**src/rtl/prog_loader_if.sv**
```systemverilog
// prog_loader_if: byte stream handshake plus memory write ports and status of the program loader
//   in_valid/in_data/in_ready : host byte stream (host is master)
//   imem_we/dmem_we           : one-cycle write strobes into instruction / data memory
//   mem_waddr/mem_wdata       : shared word address and write data
//   cpu_hold/busy/load_done/err : CPU reset hold and loader status
interface prog_loader_if #(parameter int ADDR_W = 10);
  logic              in_valid;
  logic [7:0]        in_data;
  logic              in_ready;
  logic              imem_we;
  logic              dmem_we;
  logic [ADDR_W-1:0] mem_waddr;
  logic [31:0]       mem_wdata;
  logic              cpu_hold;
  logic              busy;
  logic              load_done;
  logic              err;
  modport master (output in_valid, in_data,
                  input in_ready, imem_we, dmem_we, mem_waddr, mem_wdata, cpu_hold, busy, load_done, err);
  modport slave  (input in_valid, in_data,
                  output in_ready, imem_we, dmem_we, mem_waddr, mem_wdata, cpu_hold, busy, load_done, err);
endinterface

```
**src/rtl/prog_loader.sv**
```systemverilog
// prog_loader: parses framed load/run commands from a byte stream and writes words into IMEM/DMEM
//   clk, rst : clock and synchronous active-high reset
//   bus      : prog_loader_if.slave (byte stream in, memory write ports and status out)
module prog_loader #(
  parameter int ADDR_W = 10
) (
  input logic         clk,
  input logic         rst,
  prog_loader_if.slave bus
);
  typedef enum logic [2:0] {IDLE, TGT, LEN0, LEN1, ADR0, ADR1, DATA, CSUM} state_t;
  state_t            state_q, state_d;
  logic [1:0]        tgt_q, tgt_d;
  logic [15:0]       len_q, len_d;
  logic [15:0]       addr_q, addr_d;
  logic [1:0]        bcnt_q, bcnt_d;
  logic [31:0]       shift_q, shift_d;
  logic [7:0]        xor_q, xor_d;
  logic              imem_we_q, imem_we_d, dmem_we_q, dmem_we_d;
  logic [ADDR_W-1:0] waddr_q, waddr_d;
  logic [31:0]       wdata_q, wdata_d;
  logic              hold_q, hold_d, done_q, done_d, err_q, err_d, rdy_q;
  logic              acc;
  logic [7:0]        b;
  assign acc = bus.in_valid && rdy_q;
  assign b   = bus.in_data;
  always_comb begin
    state_d   = state_q;
    tgt_d     = tgt_q;
    len_d     = len_q;
    addr_d    = addr_q;
    bcnt_d    = bcnt_q;
    shift_d   = shift_q;
    xor_d     = xor_q;
    imem_we_d = 1'b0;
    dmem_we_d = 1'b0;
    waddr_d   = waddr_q;
    wdata_d   = wdata_q;
    hold_d    = hold_q;
    done_d    = 1'b0;
    err_d     = err_q;
    if (acc) begin
      case (state_q)
        IDLE: if (b == 8'hA5) begin
          state_d = TGT;
          xor_d   = 8'h00;
          bcnt_d  = 2'd0;
        end
        TGT: if (b > 8'h02) begin
          err_d   = 1'b1;
          state_d = IDLE;
        end else begin
          tgt_d   = b[1:0];
          hold_d  = b[1] ? hold_q : 1'b1;
          state_d = LEN0;
        end
        LEN0: begin
          len_d   = {len_q[15:8], b};
          state_d = LEN1;
        end
        LEN1: begin
          len_d   = {b, len_q[7:0]};
          // a RUN frame carries no payload
          err_d   = err_q || (tgt_q == 2'd2 && {b, len_q[7:0]} != 16'd0);
          state_d = (tgt_q == 2'd2 && {b, len_q[7:0]} != 16'd0) ? IDLE : ADR0;
        end
        ADR0: begin
          addr_d  = {addr_q[15:8], b};
          state_d = ADR1;
        end
        ADR1: begin
          addr_d  = {b, addr_q[7:0]};
          state_d = (len_q == 16'd0) ? CSUM : DATA;
        end
        DATA: begin
          shift_d = {b, shift_q[31:8]};
          xor_d   = xor_q ^ b;
          bcnt_d  = bcnt_q + 2'd1;
          if (bcnt_q == 2'd3) begin
            wdata_d   = {b, shift_q[31:8]};
            waddr_d   = addr_q[ADDR_W-1:0];
            imem_we_d = (tgt_q == 2'd0);
            dmem_we_d = (tgt_q == 2'd1);
            // only the low ADDR_W bits are ever used, so the wrap is implicit
            addr_d    = addr_q + 16'd1;
            len_d     = len_q - 16'd1;
            state_d   = (len_q == 16'd1) ? CSUM : DATA;
          end
        end
        CSUM: begin
          state_d = IDLE;
          done_d  = (b == xor_q);
          err_d   = err_q || (b != xor_q);
          hold_d  = (b == xor_q && tgt_q == 2'd2) ? 1'b0 : hold_q;
        end
        default: state_d = IDLE;
      endcase
    end
  end
  always_ff @(posedge clk) begin
    if (rst) begin
      state_q   <= IDLE;
      tgt_q     <= 2'd0;
      len_q     <= 16'd0;
      addr_q    <= 16'd0;
      bcnt_q    <= 2'd0;
      shift_q   <= 32'd0;
      xor_q     <= 8'd0;
      imem_we_q <= 1'b0;
      dmem_we_q <= 1'b0;
      waddr_q   <= '0;
      wdata_q   <= 32'd0;
      hold_q    <= 1'b1;
      done_q    <= 1'b0;
      err_q     <= 1'b0;
      rdy_q     <= 1'b0;
    end else begin
      state_q   <= state_d;
      tgt_q     <= tgt_d;
      len_q     <= len_d;
      addr_q    <= addr_d;
      bcnt_q    <= bcnt_d;
      shift_q   <= shift_d;
      xor_q     <= xor_d;
      imem_we_q <= imem_we_d;
      dmem_we_q <= dmem_we_d;
      waddr_q   <= waddr_d;
      wdata_q   <= wdata_d;
      hold_q    <= hold_d;
      done_q    <= done_d;
      err_q     <= err_d;
      rdy_q     <= 1'b1;
    end
  end
  assign bus.in_ready  = rdy_q;
  assign bus.imem_we   = imem_we_q;
  assign bus.dmem_we   = dmem_we_q;
  assign bus.mem_waddr = waddr_q;
  assign bus.mem_wdata = wdata_q;
  assign bus.cpu_hold  = hold_q;
  assign bus.busy      = (state_q != IDLE);
  assign bus.load_done = done_q;
  assign bus.err       = err_q;
endmodule
```
**src/flat_wrapper.sv**
```systemverilog
// flat-port wrapper written by rule: the top's interface ports become plain ports
module prog_loader_flat 
#(
  parameter int ADDR_W = 10
)
  (clk, rst, bus_in_valid, bus_in_data, bus_in_ready, bus_imem_we, bus_dmem_we, bus_mem_waddr, bus_mem_wdata, bus_cpu_hold, bus_busy, bus_load_done, bus_err);
  prog_loader_if #(.ADDR_W(ADDR_W)) bus_i ();
  input logic clk;
  input logic rst;
  input wire logic [$bits(bus_i.in_valid)-1:0] bus_in_valid;
  input wire logic [$bits(bus_i.in_data)-1:0] bus_in_data;
  output wire logic [$bits(bus_i.in_ready)-1:0] bus_in_ready;
  output wire logic [$bits(bus_i.imem_we)-1:0] bus_imem_we;
  output wire logic [$bits(bus_i.dmem_we)-1:0] bus_dmem_we;
  output wire logic [$bits(bus_i.mem_waddr)-1:0] bus_mem_waddr;
  output wire logic [$bits(bus_i.mem_wdata)-1:0] bus_mem_wdata;
  output wire logic [$bits(bus_i.cpu_hold)-1:0] bus_cpu_hold;
  output wire logic [$bits(bus_i.busy)-1:0] bus_busy;
  output wire logic [$bits(bus_i.load_done)-1:0] bus_load_done;
  output wire logic [$bits(bus_i.err)-1:0] bus_err;
  assign bus_i.in_valid = bus_in_valid;
  assign bus_i.in_data = bus_in_data;
  assign bus_in_ready = bus_i.in_ready;
  assign bus_imem_we = bus_i.imem_we;
  assign bus_dmem_we = bus_i.dmem_we;
  assign bus_mem_waddr = bus_i.mem_waddr;
  assign bus_mem_wdata = bus_i.mem_wdata;
  assign bus_cpu_hold = bus_i.cpu_hold;
  assign bus_busy = bus_i.busy;
  assign bus_load_done = bus_i.load_done;
  assign bus_err = bus_i.err;
  prog_loader #(.ADDR_W(ADDR_W)) u_core (.clk(clk), .rst(rst), .bus(bus_i));
endmodule
```
**config.mk**
```make
export PLATFORM = sky130hd
export DESIGN_NAME = prog_loader_flat
export DESIGN_NICKNAME = d
export VERILOG_FILES = /design/src/rtl/prog_loader_if.sv /design/src/rtl/prog_loader.sv /design/src/flat_wrapper.sv
export SDC_FILE = /design/constraint.sdc
export NUM_CORES = 1
export LEC_CHECK = 0
export ABC_AREA = 1
export BUFFER_PORTS_ARGS = -buffer_cell sky130_fd_sc_hd__clkbuf_2
export CORE_ASPECT_RATIO = 0.5
export CORE_MARGIN = 5
export CORE_UTILIZATION = 40
export CTS_CLUSTER_DIAMETER = 50
export DETAILED_ROUTE_END_ITERATION = 10
export SYNTH_ARGS = -nofsm -noshare
export SYNTH_HDL_FRONTEND = slang
export SYNTH_SLANG_ARGS = --single-unit
```
**constraint.sdc**
```tcl
create_clock -name clk -period 1.7 [get_ports clk]
set_clock_uncertainty 0.2 [all_clocks]
set_input_delay 0.17 -clock clk [delete_from_list [all_inputs] [get_ports clk]]
set_output_delay 0.17 -clock clk [all_outputs]
set_load 0.1 [all_outputs]
```
## After elaboration in Yosys (flattened, before gate mapping)

Index checks and enable logic that the tools add are counted.

| storage, ports and cells | value |
|---|---|
| bits of input ports | 11 |
| register bits after elaboration | 127 |
| word-level logic and storage cells | 103 |

| operators by class | value |
|---|---|
| multiplexer cells | 22 |
| equal/unequal tests | 20 |
| magnitude comparators | 1 |
| reductions and logical operators | 30 |
| bitwise operators | 10 |
| $add $sub $neg | 3 |

Operators with widths:

| cell | number |
|---|---|
| 16-bit case mux with 3 select lines | 2 |
| 16-bit 2-to-1 mux | 2 |
| 3-bit case mux with 8 select lines | 1 |
| 16-bit by 1-bit adder with 16-bit output, second input constant | 1 |
| 16-bit by 1-bit equality test with 1-bit output, second input constant | 1 |
| 16-bit logical NOT | 1 |
| 8-bit case mux with 2 select lines | 1 |
| 4-bit AND reduction | 4 |
| 16-bit nonzero test | 1 |
| 16-bit by 1-bit subtractor with 16-bit output, second input constant | 1 |
| 3-bit AND reduction | 5 |
| 3-bit equality test, second input constant | 4 |
| 2-bit nonzero test | 6 |
| 3-bit 2-to-1 mux | 3 |
| 1-bit inverter | 9 |
| 8-bit equality test | 1 |
| 8-bit equality test, second input constant | 1 |
| 8-bit by 2-bit greater-than comparator with 1-bit output, second input constant | 1 |
| 8-bit 2-to-1 mux | 1 |
| 2-bit by 1-bit != test with 1-bit output, second input constant | 4 |
| 8-bit != test | 1 |
| 8-bit bitwise XOR | 1 |
| 1-bit 2-to-1 mux | 7 |
| 3-bit by 2-bit equality test with 1-bit output, second input constant | 2 |
| other kinds (18) | 25 |

## Longest topological paths before layout

Gate-level depths: netlist of run 1.

| depth | value |
|---|---|
| word-level depth | 4 |
| depth in mapped cells | 11 |
| mapped depth without buffers | 11 |

## Worst setup path before layout of run 1

No wires, ideal clock.

| timing path | value |
|---|---|
| path type | register to register |
| start | register u_core.state_q[2] |
| end | register u_core.xor_q[0] |
| arrival | 2,251 ps |
| clock period less this slack | 2,567 ps |
| setup time | 116 ps |
| path slack | -867 ps |
| required time | 1,384 ps |
| buffers on the path | 2 |
| cell stages (with the launch flop) | 9 |
| cell sequence | dfxtp_1 > buf_2 > inv_1 > nand3_1 > a21oi_2 > nand2_1 > buf_4 > o21ai_0 > nor2_1 |

| on the way | value |
|---|---|
| longest elaborated chain between the ends | 3 |
| elaborated cells between the ends (all ways) | 6 |
| classes of those cells | 2 x eq/ne; 1 x mux; 3 x reduce/logical |

RTL lines:

| item | line | text |
|---|---|---|
| start: declaration | prog_loader.sv:12 | `state_t state_q, state_d;` |
| start signal: assignment | prog_loader.sv:118 | `state_q <= state_d;` |
| 3-bit logical NOT or 3-bit equality test (tied branches) | prog_loader.sv:43 | `case (state_q)` |
| 2-bit by 1-bit != test with 1-bit output (no line) or 2-bit nonzero test (tied branches) | n/a |  |
| 3-bit AND reduction (no line) | n/a |  |
| end signal: assignment | prog_loader.sv:124 | `xor_q <= xor_d;` |
| end: declaration | prog_loader.sv:18 | `logic [7:0] xor_q, xor_d;` |

Parallel ways exist; a longest one is shown, timed or not.
A chain may end at the register's enable or synchronous reset.

## Final worst setup path of run 1

| timing path | value |
|---|---|
| start | register u_core.state_q[2] |
| end | output bus_busy |

| on the way | value |
|---|---|
| longest elaborated chain between the ends | 1 |

RTL lines:

| item | line | text |
|---|---|---|
| 3-bit nonzero test | prog_loader.sv:141 | `assign bus.busy = (state_q != IDLE);` |
| end: declaration | flat_wrapper.sv:18 | `output wire logic [$bits(bus_i.busy)-1:0] bus_busy;` |

No other way between the ends.

==> key figures, run 1 <==
Critical path
  – CP peak stage delay: 0.34 ns
  – CP Max Fanout: 6
  – Critical-path cell list: buf_8 > inv_8 > nand3_4 > buf_6 > buf_12
  – Slowest cell on crit path: dfxtp_4
  – Critical Path Source Type: flip-flop
  – CP bufs+invs: 4
  – Worst EP required: about 1.3 ns
  – CP delay by family, top: buffers and inverters
  – Critical path class: reg -> out
  – Worst setup EP type: primary output
  – Crit path arrival time: 1.33 ns

Finish
  – Fillers: 1,209
  – Antenna Cells: 0
  – Post-layout nets: roughly 850
  – Synth-to-Final Area Change: 35.8%
  – Share of layout cells above drive strength 1: roughly 25%

Logic synthesis
  – Post-synthesis sequential area ratio: about 45%
  – Syn nets: 735
  – EDFF count, synth: 0
  – Yosys warnings: 0
  – Asr flop ratio synth: 0%
  – Synth cell types: 36
  – Post-synthesis cell area: approximately 5100 µm²
  – Yosys reg bits: approximately 110
  – Avg Cell Area, Syn: 7.03 µm²
  – Mapped Cells: 720
  – Most used DFF post-synth: dfxtp_1

Timing
  – Achievable Freq: approximately 590 MHz
  – Tmin final: 1.70 ns
  – Setup WS post-layout: -0.00251 ns
  – Slew Limit Headroom: between 60% and 70%
  – Final Max Tran Viols: 0
  – Sum Neg Setup Slack: -0.00251 ns
  – Final Hold Fails: 0
  – Slew @ Worst Pin: between 0.5 and 0.6 ns
  – RSZ-0062 raised after global routing: yes
  – Final setup fails: 1
  – Final period util: 100%

Power and ir drop
  – Switching Share: around 24%
  – LEAKAGE: roughly 3.2 nW
  – Pint: 0.00492 W
  – PD cells: approximately 940 nW/µm²
  – VDD IR max: ~0.00058 V
  – Logic pwr share: 3.6%
  – Total design power: between 0.006 and 0.007 W
  – Sequential fraction of design power: between 40 and 50%
  – Psw: about 0.0016 W
  – Clock power frac: between 50% and 60%

Floorplan
  – Initial Util: approximately 40%
  – Top Ports: 60
  – Die footprint: between 15,000 and 20,000 µm²
  – Die X: 169 µm
  – Die Ht: around 90 µm
  – Core area: approximately 13,000 µm²
  – Number of cell rows: 29

Routing
  – DRT Pass-1 Iters: 4
  – Initial DRC count: around 350
  – WL/cell: 14.8 µm
  – Via count: about 5,200
  – Final wirelength: 15.1 mm
  – Post-route ant nets: 0
  – Vias per inst: 5.08
  – DRC violations left: 0

Clock tree
  – Number of CTS-inserted buffers: 17
  – Clk_lat worst skew: 0.42 ns
  – Clk slew on worst S/H paths: roughly 0.06 ns
  – Htree depth: 4
  – Root Driver: clkbuf_16
  – CTS tree: built
  – Total clock sinks: ~110
  – Max Buffers Root-to-Sink: 2

Place
  – IO buf count: just under 60
  – Post-DP HPWL: roughly 10 mm
  – GPL Wtd Cong: between 0.9 and 1

Run
  – MaxCap Viol Count: 0

Run status
  – Outcome: finished with violations
  – Failing checks: setup timing

Global routing
  – Largest net degree at the start of global routing: around 70
  – Total track usage: 20.2%
  – First-pass GRT wire length: 24.1 mm
  – Total grt overflow: 0
  – Vias in the first global route: roughly 4,800
  – Initial antenna violation count: 0

Worst hold path
  – HP Class: in -> reg
power by group through the flow:
stage,combinational [W],sequential [W],clock [W]
final,0.000236,0.00265,0.00361
after global placement,0.000207,0.00271,0
after detailed placement,0.000207,0.00271,0
after CTS,0.000225,0.00265,0.00365
after floorplan,0.0000937,0.00272,0
after global routing,0.000256,0.00265,0.00380
worst min-delay path, delay by kind of cell:
| family | cells | cell delay [ns] |
|---|---|---|
| buffers and inverters | 1 | 0.18 |
| AOI/OAI and AO/OA | 2 | 0.23 |
layout make-up:
class	count	area, µm²	share of cell area [%]
tap	170	213	3.09
clock buffer	17	425	6.18
clock inverter	15	169	2.46
multi-input combinational	505	2550	37.1
sequential	113	2280	33.1
timing repair buffer	131	961	14.0
inverter	69	279	4.06
flip-flops by register name, summed over array words and instances (netlist names):
name / count
u_core.bus.err: 1
u_core.bus.mem_wdata: 32
u_core.tgt_q: 2
u_core.bus.load_done: 1
u_core.xor_q: 8
u_core.bus.in_ready: 1
u_core.bcnt_q: 2
u_core.state_q: 3
u_core.shift_q: 24
u_core.bus.dmem_we: 1
u_core.addr_q: 10
u_core.bus.mem_waddr: 10
u_core.bus.imem_we: 1
u_core.bus.cpu_hold: 1
u_core.len_q: 16
timing repair:
item,4_1_cts,5_1_grt
gates cloned,0,1
setup endpoints to repair,38,76
gates resized for setup,10,71
pin swaps,2,10
buffers inserted,0,5
hold buffers,9,0
endpoints found under the hold margin,15,0
Yosys cell counts (all sizes together) (2+ instances only):
library cell / n / area share [%]
a21oi: 83 / 8.3
o21ai: 100 / 9.9
nand2: 116 / 8.8
xor2: 3 / 0.52
inv: 68 / 5.1
buf: 18 / 2.0
nand4: 2 / 0.25
nand3: 51 / 5.1
dfxtp: 113 / 45
a211oi: 5 / 0.74
o21a: 3 / 0.44
ha: 4 / 0.99
clkbuf: 15 / 1.1
o22ai: 5 / 0.62
o211ai: 2 / 0.30
and2: 2 / 0.25
nor2: 116 / 9.3
nor3: 9 / 0.99
per-layer routing:
layer	global-route usage (%)	part of all wire (%)
met5	0	0
met4	8.18	1.9
met3	4.37	5.2
met2	32.4	45
met1	26.9	48
through the flow:
| stage | utilization (%) | setup slack (ns) | hold WS [ns] | std cells | area [µm²] |
|---|---|---|---|---|---|
| floorplan | - | 0.00564 | 0.137 | 720 | 5110 |
| finish | 55.0 | -0.00251 | 0.0145 | 1020 | 6880 |
| global placement | 47.3 | 0.00766 | 0.237 | 973 | 5920 |
| global route | 55.0 | -0.0631 | 0.0259 | 1020 | 6880 |
| CTS | 53.0 | -0.0139 | 0.00465 | 1014 | 6630 |
| detailed placement | 47.3 | -0.0545 | 0.232 | 973 | 5920 |
kinds of logic (layout without fill, tap and decap cells):
kind of cell	count (synthesis)	after routing	synth area share, %
AO/OA/AOI/OAI	199	199	20.4
AND/OR/NAND/NOR	298	298	25.0
flip-flops	113	113	44.7
adder cells (fa/ha/maj)	4	4	0.988
XOR/XNOR	4	4	0.692
buffers and inverters	102	232	8.23
layout by cell type (no fill, tap or decap), types with 5 or more instances in the layout:
cell type and n:
buf_4 53, inv_6 8, dlygate4sd3_1 9, a211oi_1 5, nand2_4 7, inv_1 59, nor3_1 5, clkbuf_2 57
clkbuf_16 18, inv_2 6, o21ai_1 24, dfxtp_1 107, o21ai_0 74, a21oi_1 81, nand2_1 104, nand3_1 47
nor2_4 6, buf_6 6, nor2_1 106
worst paths after layout:
kind | start | cells after the start | endpoint | slack, ns
worst max-delay path | u_core.state_q[2] | 5 | bus_busy | -0.003
worst min-delay path | bus_in_data[7] | 3 | u_core.len_q[7] | 0.01
worst max register to register | u_core.state_q[0] | 8 | u_core.bus.mem_wdata[20] | 0.03
worst min register to register | u_core.tgt_q[0] | 1 | u_core.bus.imem_we | 0.25
Note: power is estimated with default switching activity, not from simulation.
==> run 2, diff against run 1 <==
--- a/config.mk
+++ b/config.mk
@@ -7,7 +7,6 @@
 export LEC_CHECK = 0
 export ABC_AREA = 1
 export BUFFER_PORTS_ARGS = -buffer_cell sky130_fd_sc_hd__clkbuf_2
-export CORE_ASPECT_RATIO = 0.5
 export CORE_MARGIN = 5
 export CORE_UTILIZATION = 40
 export CTS_CLUSTER_DIAMETER = 50
==> key figures, run 2 (same netlist as run 1, synthesis figures left out) <==
Clock tree
  – Clk_lat worst skew: between 0.4 and 0.5 ns
  – Number of CTS-inserted buffers: 17
  – Max Buffers Root-to-Sink: 2
  – Clk slew on worst S/H paths: approximately 0.06 ns
  – Total clock sinks: approximately 110
  – Root Driver: clkbuf_16
  – Htree depth: 4
  – CTS tree: built

Routing
  – Final wirelength: 15.4 mm
  – DRT Pass-1 Iters: 5
  – Vias per inst: slightly above 5
  – Via count: approximately 5,200
  – Post-route ant nets: 0
  – Initial DRC count: between 400 and 500
  – WL/cell: 15.0 µm
  – DRC violations left: 0

Timing
  – Slew @ Worst Pin: about 0.56 ns
  – Final Max Tran Viols: 0
  – Slew Limit Headroom: between 60% and 70%
  – Tmin final: ~1.7 ns
  – Final period util: a little over nine tenths
  – Final Hold Fails: 0
  – Hold WS: just under 0.009 ns
  – RSZ-0062 raised after global routing: yes
  – Final setup fails: 0
  – Achievable Freq: 595 MHz

Critical path
  – Worst EP required: roughly 1.9 ns
  – Origin of the critical flop-to-flop path: u_core.state_q[1]
  – Register-to-register path setup slack: roughly 0.020 ns
  – Worst R2R Path Depth: 10
  – R2R Path End: u_core.bus.mem_wdata[29]
  – Worst setup EP type: flip-flop
  – Crit path arrival time: about 1.8 ns
  – Critical path class: reg -> reg
  – Critical Path Source Type: flip-flop
  – CP Max Fanout: 6

Worst hold path
  – Hold_sp: rst
  – Worst hold path stage count: 4
  – Hold EP: u_core.addr_q[3]
  – HP Class: in -> reg

Global routing
  – First-pass GRT wire length: around 24 mm
  – Largest net degree at the start of global routing: 32
  – Initial antenna violation count: 0
  – Total track usage: between 20% and 30%
  – Vias in the first global route: 4,819
  – Total grt overflow: 0

Finish
  – Multi-input gate area: around 2600 µm²
  – Layout Utilization: 55.2%
  – Antenna Cells: 0
  – Reg area: 2280 µm²
  – Commonest non-fill, non-tap cells in the layout: dfxtp_1, nand2_1, nor2_1, a21oi_1, o21ai_0
  – Commonest non-fill, non-tap cell in the layout: dfxtp_1
  – Synth-to-Final Area Change: 36.5%
  – Post-layout nets: 857
  – Share of layout cells above drive strength 1: about 26%
  – Fillers: ~1,200
  – Max reg flops: 32

Floorplan
  – Initial Util: 40.5%
  – Die Ht: around 120 µm
  – Die footprint: around 15,000 µm²
  – Core area: between 10,000 and 15,000 µm²
  – Number of cell rows: 41
  – Top Ports: 60
  – Die X: 123 µm

Run
  – MaxCap Viol Count: 0

Power and ir drop
  – LEAKAGE: about 3.2 nW
  – Switching Share: between 20% and 30%
  – Clock power frac: a little over half
  – Sequential fraction of design power: a little over two fifths
  – Logic pwr share: 3.8%
  – VDD IR max: about 0.00087 V
  – PD cells: 890 nW/µm²
  – Psw: around 0.0014 W
  – Pint: 0.00471 W

Place
  – Post-DP HPWL: 10.4 mm
  – GPL Wtd Cong: between 0.8 and 0.9
  – IO buf count: 59

Run status
  – Outcome: finished, final reports clean
run 2: timing repair:
action	CTS	global route
resized for setup	8	72
hold endpoints to repair	8	0
pin swaps	3	14
setup buffers	1	7
gates cloned	0	4
hold buffers	8	0
endpoints found under the setup margin	55	94
run 2: layout make-up:
cell class	count	area share, %
clock buffers	17	6.15
clock inverters	14	1.72
inverters	69	4.04
multi-input cells	506	37.4
flip-flops and latches	113	32.9
well taps	172	3.11
repair buffers	135	14.6
run 2: critical path, cell delays in order, from the launching register on:
cell,delay (ns)
dfxtp_2,0.35
inv_2,0.05
nor2_4,0.13
nand2_4,0.07
nor2_4,0.14
inv_4,0.06
nor2_8,0.13
buf_12,0.14
buf_12,0.13
o21ai_1,0.07
a21oi_1,0.14
run 2: metal layers:
layer	wire, µm	GRT usage, %	share of wire [%]
met5	0	0	0
met4	207	6.65	1.3
met3	869	5.62	5.6
met2	7290	32.6	47
met1	7070	27.1	46
run 2: worst max-delay path by stage:
stage / from / endpoint / slack [ns] / cells after the start
2_1_floorplan: u_core.state_q[2] / u_core.bcnt_q[0] / 0.006 / 8
3_3_place_gp: u_core.state_q[1] / u_core.len_q[3] / -0.04 / 11
3_5_place_dp: u_core.state_q[1] / u_core.addr_q[8] / -0.07 / 10
4_1_cts: u_core.state_q[1] / u_core.len_q[3] / -0.003 / 11
5_1_grt: u_core.state_q[1] / u_core.bus.mem_wdata[29] / -0.08 / 10
6_report: u_core.state_q[1] / u_core.bus.mem_wdata[29] / 0.02 / 10
run 2: through the flow:
stage / std cells / area (µm²) / setup TNS, ns / worst slack (ns) / power (W)
final: 1026 / 6910 / 0 / 0.0204 / 0.00615
after global routing: 1026 / 6910 / -1.28 / -0.0779 / 0.00634
after CTS: 1017 / 6600 / -0.00288 / -0.00288 / 0.00619
after detailed placement: 977 / 5940 / -1.16 / -0.0736 / 0.00291
after global placement: 977 / 5940 / -0.135 / -0.0424 / 0.00291
after floorplan: 720 / 5110 / 0 / 0.00564 / 0.00281
run 2: power groups by stage:
| stage | Clock [W] | Combinational (W) | Sequential [W] |
|---|---|---|---|
| after detailed placement | 0 | 0.000206 | 0.00271 |
| after CTS | 0.00331 | 0.000223 | 0.00265 |
| after global routing | 0.00344 | 0.000251 | 0.00265 |
| after global placement | 0 | 0.000204 | 0.00271 |
| final | 0.00327 | 0.000234 | 0.00265 |
| after floorplan | 0 | 0.0000937 | 0.00272 |
==> run 3, diff against run 2 <==
--- a/config.mk
+++ b/config.mk
@@ -9,6 +9,7 @@
 export BUFFER_PORTS_ARGS = -buffer_cell sky130_fd_sc_hd__clkbuf_2
 export CORE_MARGIN = 5
 export CORE_UTILIZATION = 40
+export CTS_BUF_LIST = sky130_fd_sc_hd__clkbuf_8
 export CTS_CLUSTER_DIAMETER = 50
 export DETAILED_ROUTE_END_ITERATION = 10
 export SYNTH_ARGS = -nofsm -noshare
==> key figures, run 3 (same netlist as run 1, synthesis figures left out) <==
Global routing
  – Met3 Use GR: between 4 and 5%
  – Total track usage: ~20%
  – Vias in the first global route: ~4,800
  – Met2 Use GR: 32.3%
  – Met1 GRT Util: 27.0%
  – Initial antenna violation count: 0
  – Total grt overflow: 0
  – Largest net degree at the start of global routing: 32
  – Grt peak-use layer: met2
  – First-pass GRT wire length: approximately 24 mm

Clock tree
  – Clk_lat worst skew: approximately 0.44 ns
  – Total clock sinks: roughly 110
  – Number of CTS-inserted buffers: 17
  – CTS tree: built
  – Max Buffers Root-to-Sink: 2
  – Htree depth: 4
  – Root Driver: clkbuf_8
  – Clk slew on worst S/H paths: ~0.080 ns

Floorplan
  – Top Ports: 60
  – Die X: about 120 µm
  – Initial Util: between 40% and 50%
  – Core area: between 10,000 and 15,000 µm²
  – Die footprint: ~15,000 µm²
  – Die Ht: between 100 and 150 µm
  – Number of cell rows: 41

Critical path
  – Crit path arrival time: 1.32 ns
  – CP peak stage delay: ~0.4 ns
  – Slowest cell on crit path: dfxtp_4
  – CP Max Fanout: 4
  – Worst EP required: 1.33 ns
  – Critical Path Source Type: flip-flop
  – Critical path class: reg -> out
  – Critical-path cell list: inv_4 > buf_6 > nand3_4 > buf_12
  – Worst setup EP type: primary output

Power and ir drop
  – Pint: between 0.003 and 0.004 W
  – Sequential fraction of design power: between 50% and 60%
  – LEAKAGE: between 3 and 4 nW
  – VDD IR max: between 0.0004 and 0.0005 V
  – PD cells: about 760 nW/µm²
  – Psw: around 0.0013 W
  – Clock power frac: ~44%
  – Switching Share: between 20% and 30%
  – Logic pwr share: between 4 and 5%

Finish
  – Commonest non-fill, non-tap cell in the layout: dfxtp_1
  – Max reg flops: 32
  – Multi-input gate area: about 2600 µm²
  – Share of layout cells above drive strength 1: between 20% and 30%
  – Antenna Cells: 0
  – Commonest non-fill, non-tap cells in the layout: dfxtp_1, nand2_1, nor2_1, a21oi_1, o21ai_0
  – Reg area: about 2300 µm²
  – Final cell count without fillers: 1,033
  – Synth-to-Final Area Change: 35.4%
  – Post-layout nets: 864
  – Fillers: around 1,200

Run
  – MaxCap Viol Count: 0

Place
  – Placed insts: roughly 980
  – GPL Wtd Cong: around 0.86
  – Post-DP HPWL: 10.4 mm
  – IO buf count: 59

Routing
  – WL/cell: between 15 and 20 µm
  – Post-route ant nets: 0
  – Initial DRC count: 414
  – Via count: 5,216
  – Final wirelength: around 16 mm
  – DRC violations left: 0
  – DRT Pass-1 Iters: 5
  – Vias per inst: approximately 5.0

Worst hold path
  – HP Class: in -> reg

Timing
  – RSZ-0062 raised after global routing: yes
  – Final setup fails: 0
  – Hold WS: 0.174 ns
  – Achievable Freq: 591 MHz
  – Sum Neg Setup Slack: 0 ns
  – Tmin final: 1.69 ns
  – Slew Limit Headroom: 62.9%
  – Slew @ Worst Pin: ~0.56 ns
  – Final Max Tran Viols: 0
  – Final Hold Fails: 0
  – Final period util: between 90% and 100%

Run status
  – Outcome: finished, final reports clean
[run 3: changes by cell type in the layout (fill, tap and decap cells not counted), moves of 3 or more]
cell / change
clkbuf_8: +17
clkbuf_16: -16
o21ai_2: +8
o21ai_0: -6
buf_2: +5
buf_6: +4
clkbuf_2: -4
buf_4: -3
inv_2: +3
[run 3: power by group through the flow]
| stage | sequential [W] | clock [W] | combinational (W) |
|---|---|---|---|
| after CTS | 0.00265 | 0.00233 | 0.000227 |
| final | 0.00265 | 0.00229 | 0.000248 |
| after global routing | 0.00264 | 0.00245 | 0.000265 |
| after detailed placement | 0.00271 | 0 | 0.000206 |
| after floorplan | 0.00272 | 0 | 0.0000937 |
| after global placement | 0.00271 | 0 | 0.000204 |
[run 3: through the flow]
step                      power (W)  worst slack [ns]  area (µm²)  util [%]
after floorplan             0.00281           0.00564        5110         -
after global placement      0.00291           -0.0424        5940      47.4
after detailed placement    0.00291           -0.0736        5940      47.4
after CTS                   0.00520           -0.0137        6420      51.3
after global routing        0.00536           -0.0883        6860      54.8
final                       0.00519           0.00850        6860      54.8
[run 3: final cells by class]
cell class                 count  area share, %
clock inverter                14           1.73
clock buffer                  17           3.41
tap                          172           3.14
inverter                      69           4.07
timing repair buffer         141           16.0
multi-input combinational    507           38.4
sequential                   113           33.2
[run 3: path summary, 6_finish.rpt]
kind,depth (start not counted),end,startpoint,slack (ns)
setup / recovery,4,bus_busy,u_core.state_q[2],0.009
hold reg to reg,1,u_core.bus.dmem_we,u_core.tgt_q[1],0.26
hold / removal,3,u_core.bus.mem_wdata[29],bus_in_data[5],0.17
setup reg to reg,10,u_core.bus.mem_wdata[24],u_core.state_q[1],0.009
[run 3: what timing repair did]
action | CTS | global route
cloned | 0 | 6
setup endpoints to repair | 56 | 93
resized for setup | 7 | 104
pin swaps | 1 | 19
buffers inserted | 1 | 9
endpoints found under the hold margin | 26 | 0
hold buffers | 10 | 0
[run 3: routing by layer]
metal  up-vias  part of all wire [%]
met1      2417                    47
met3        21                   4.9
met2       136                    47
met4         0                   1.4
li1       2642                     -
met5         -                     0
[run 3: worst max-delay path: cells and delay by family, from the launching register on]
kind,cells,cell delay [ns]
buffers and inverters,3,0.36
AND/OR/NAND/NOR,1,0.11
flip-flops,1,0.40
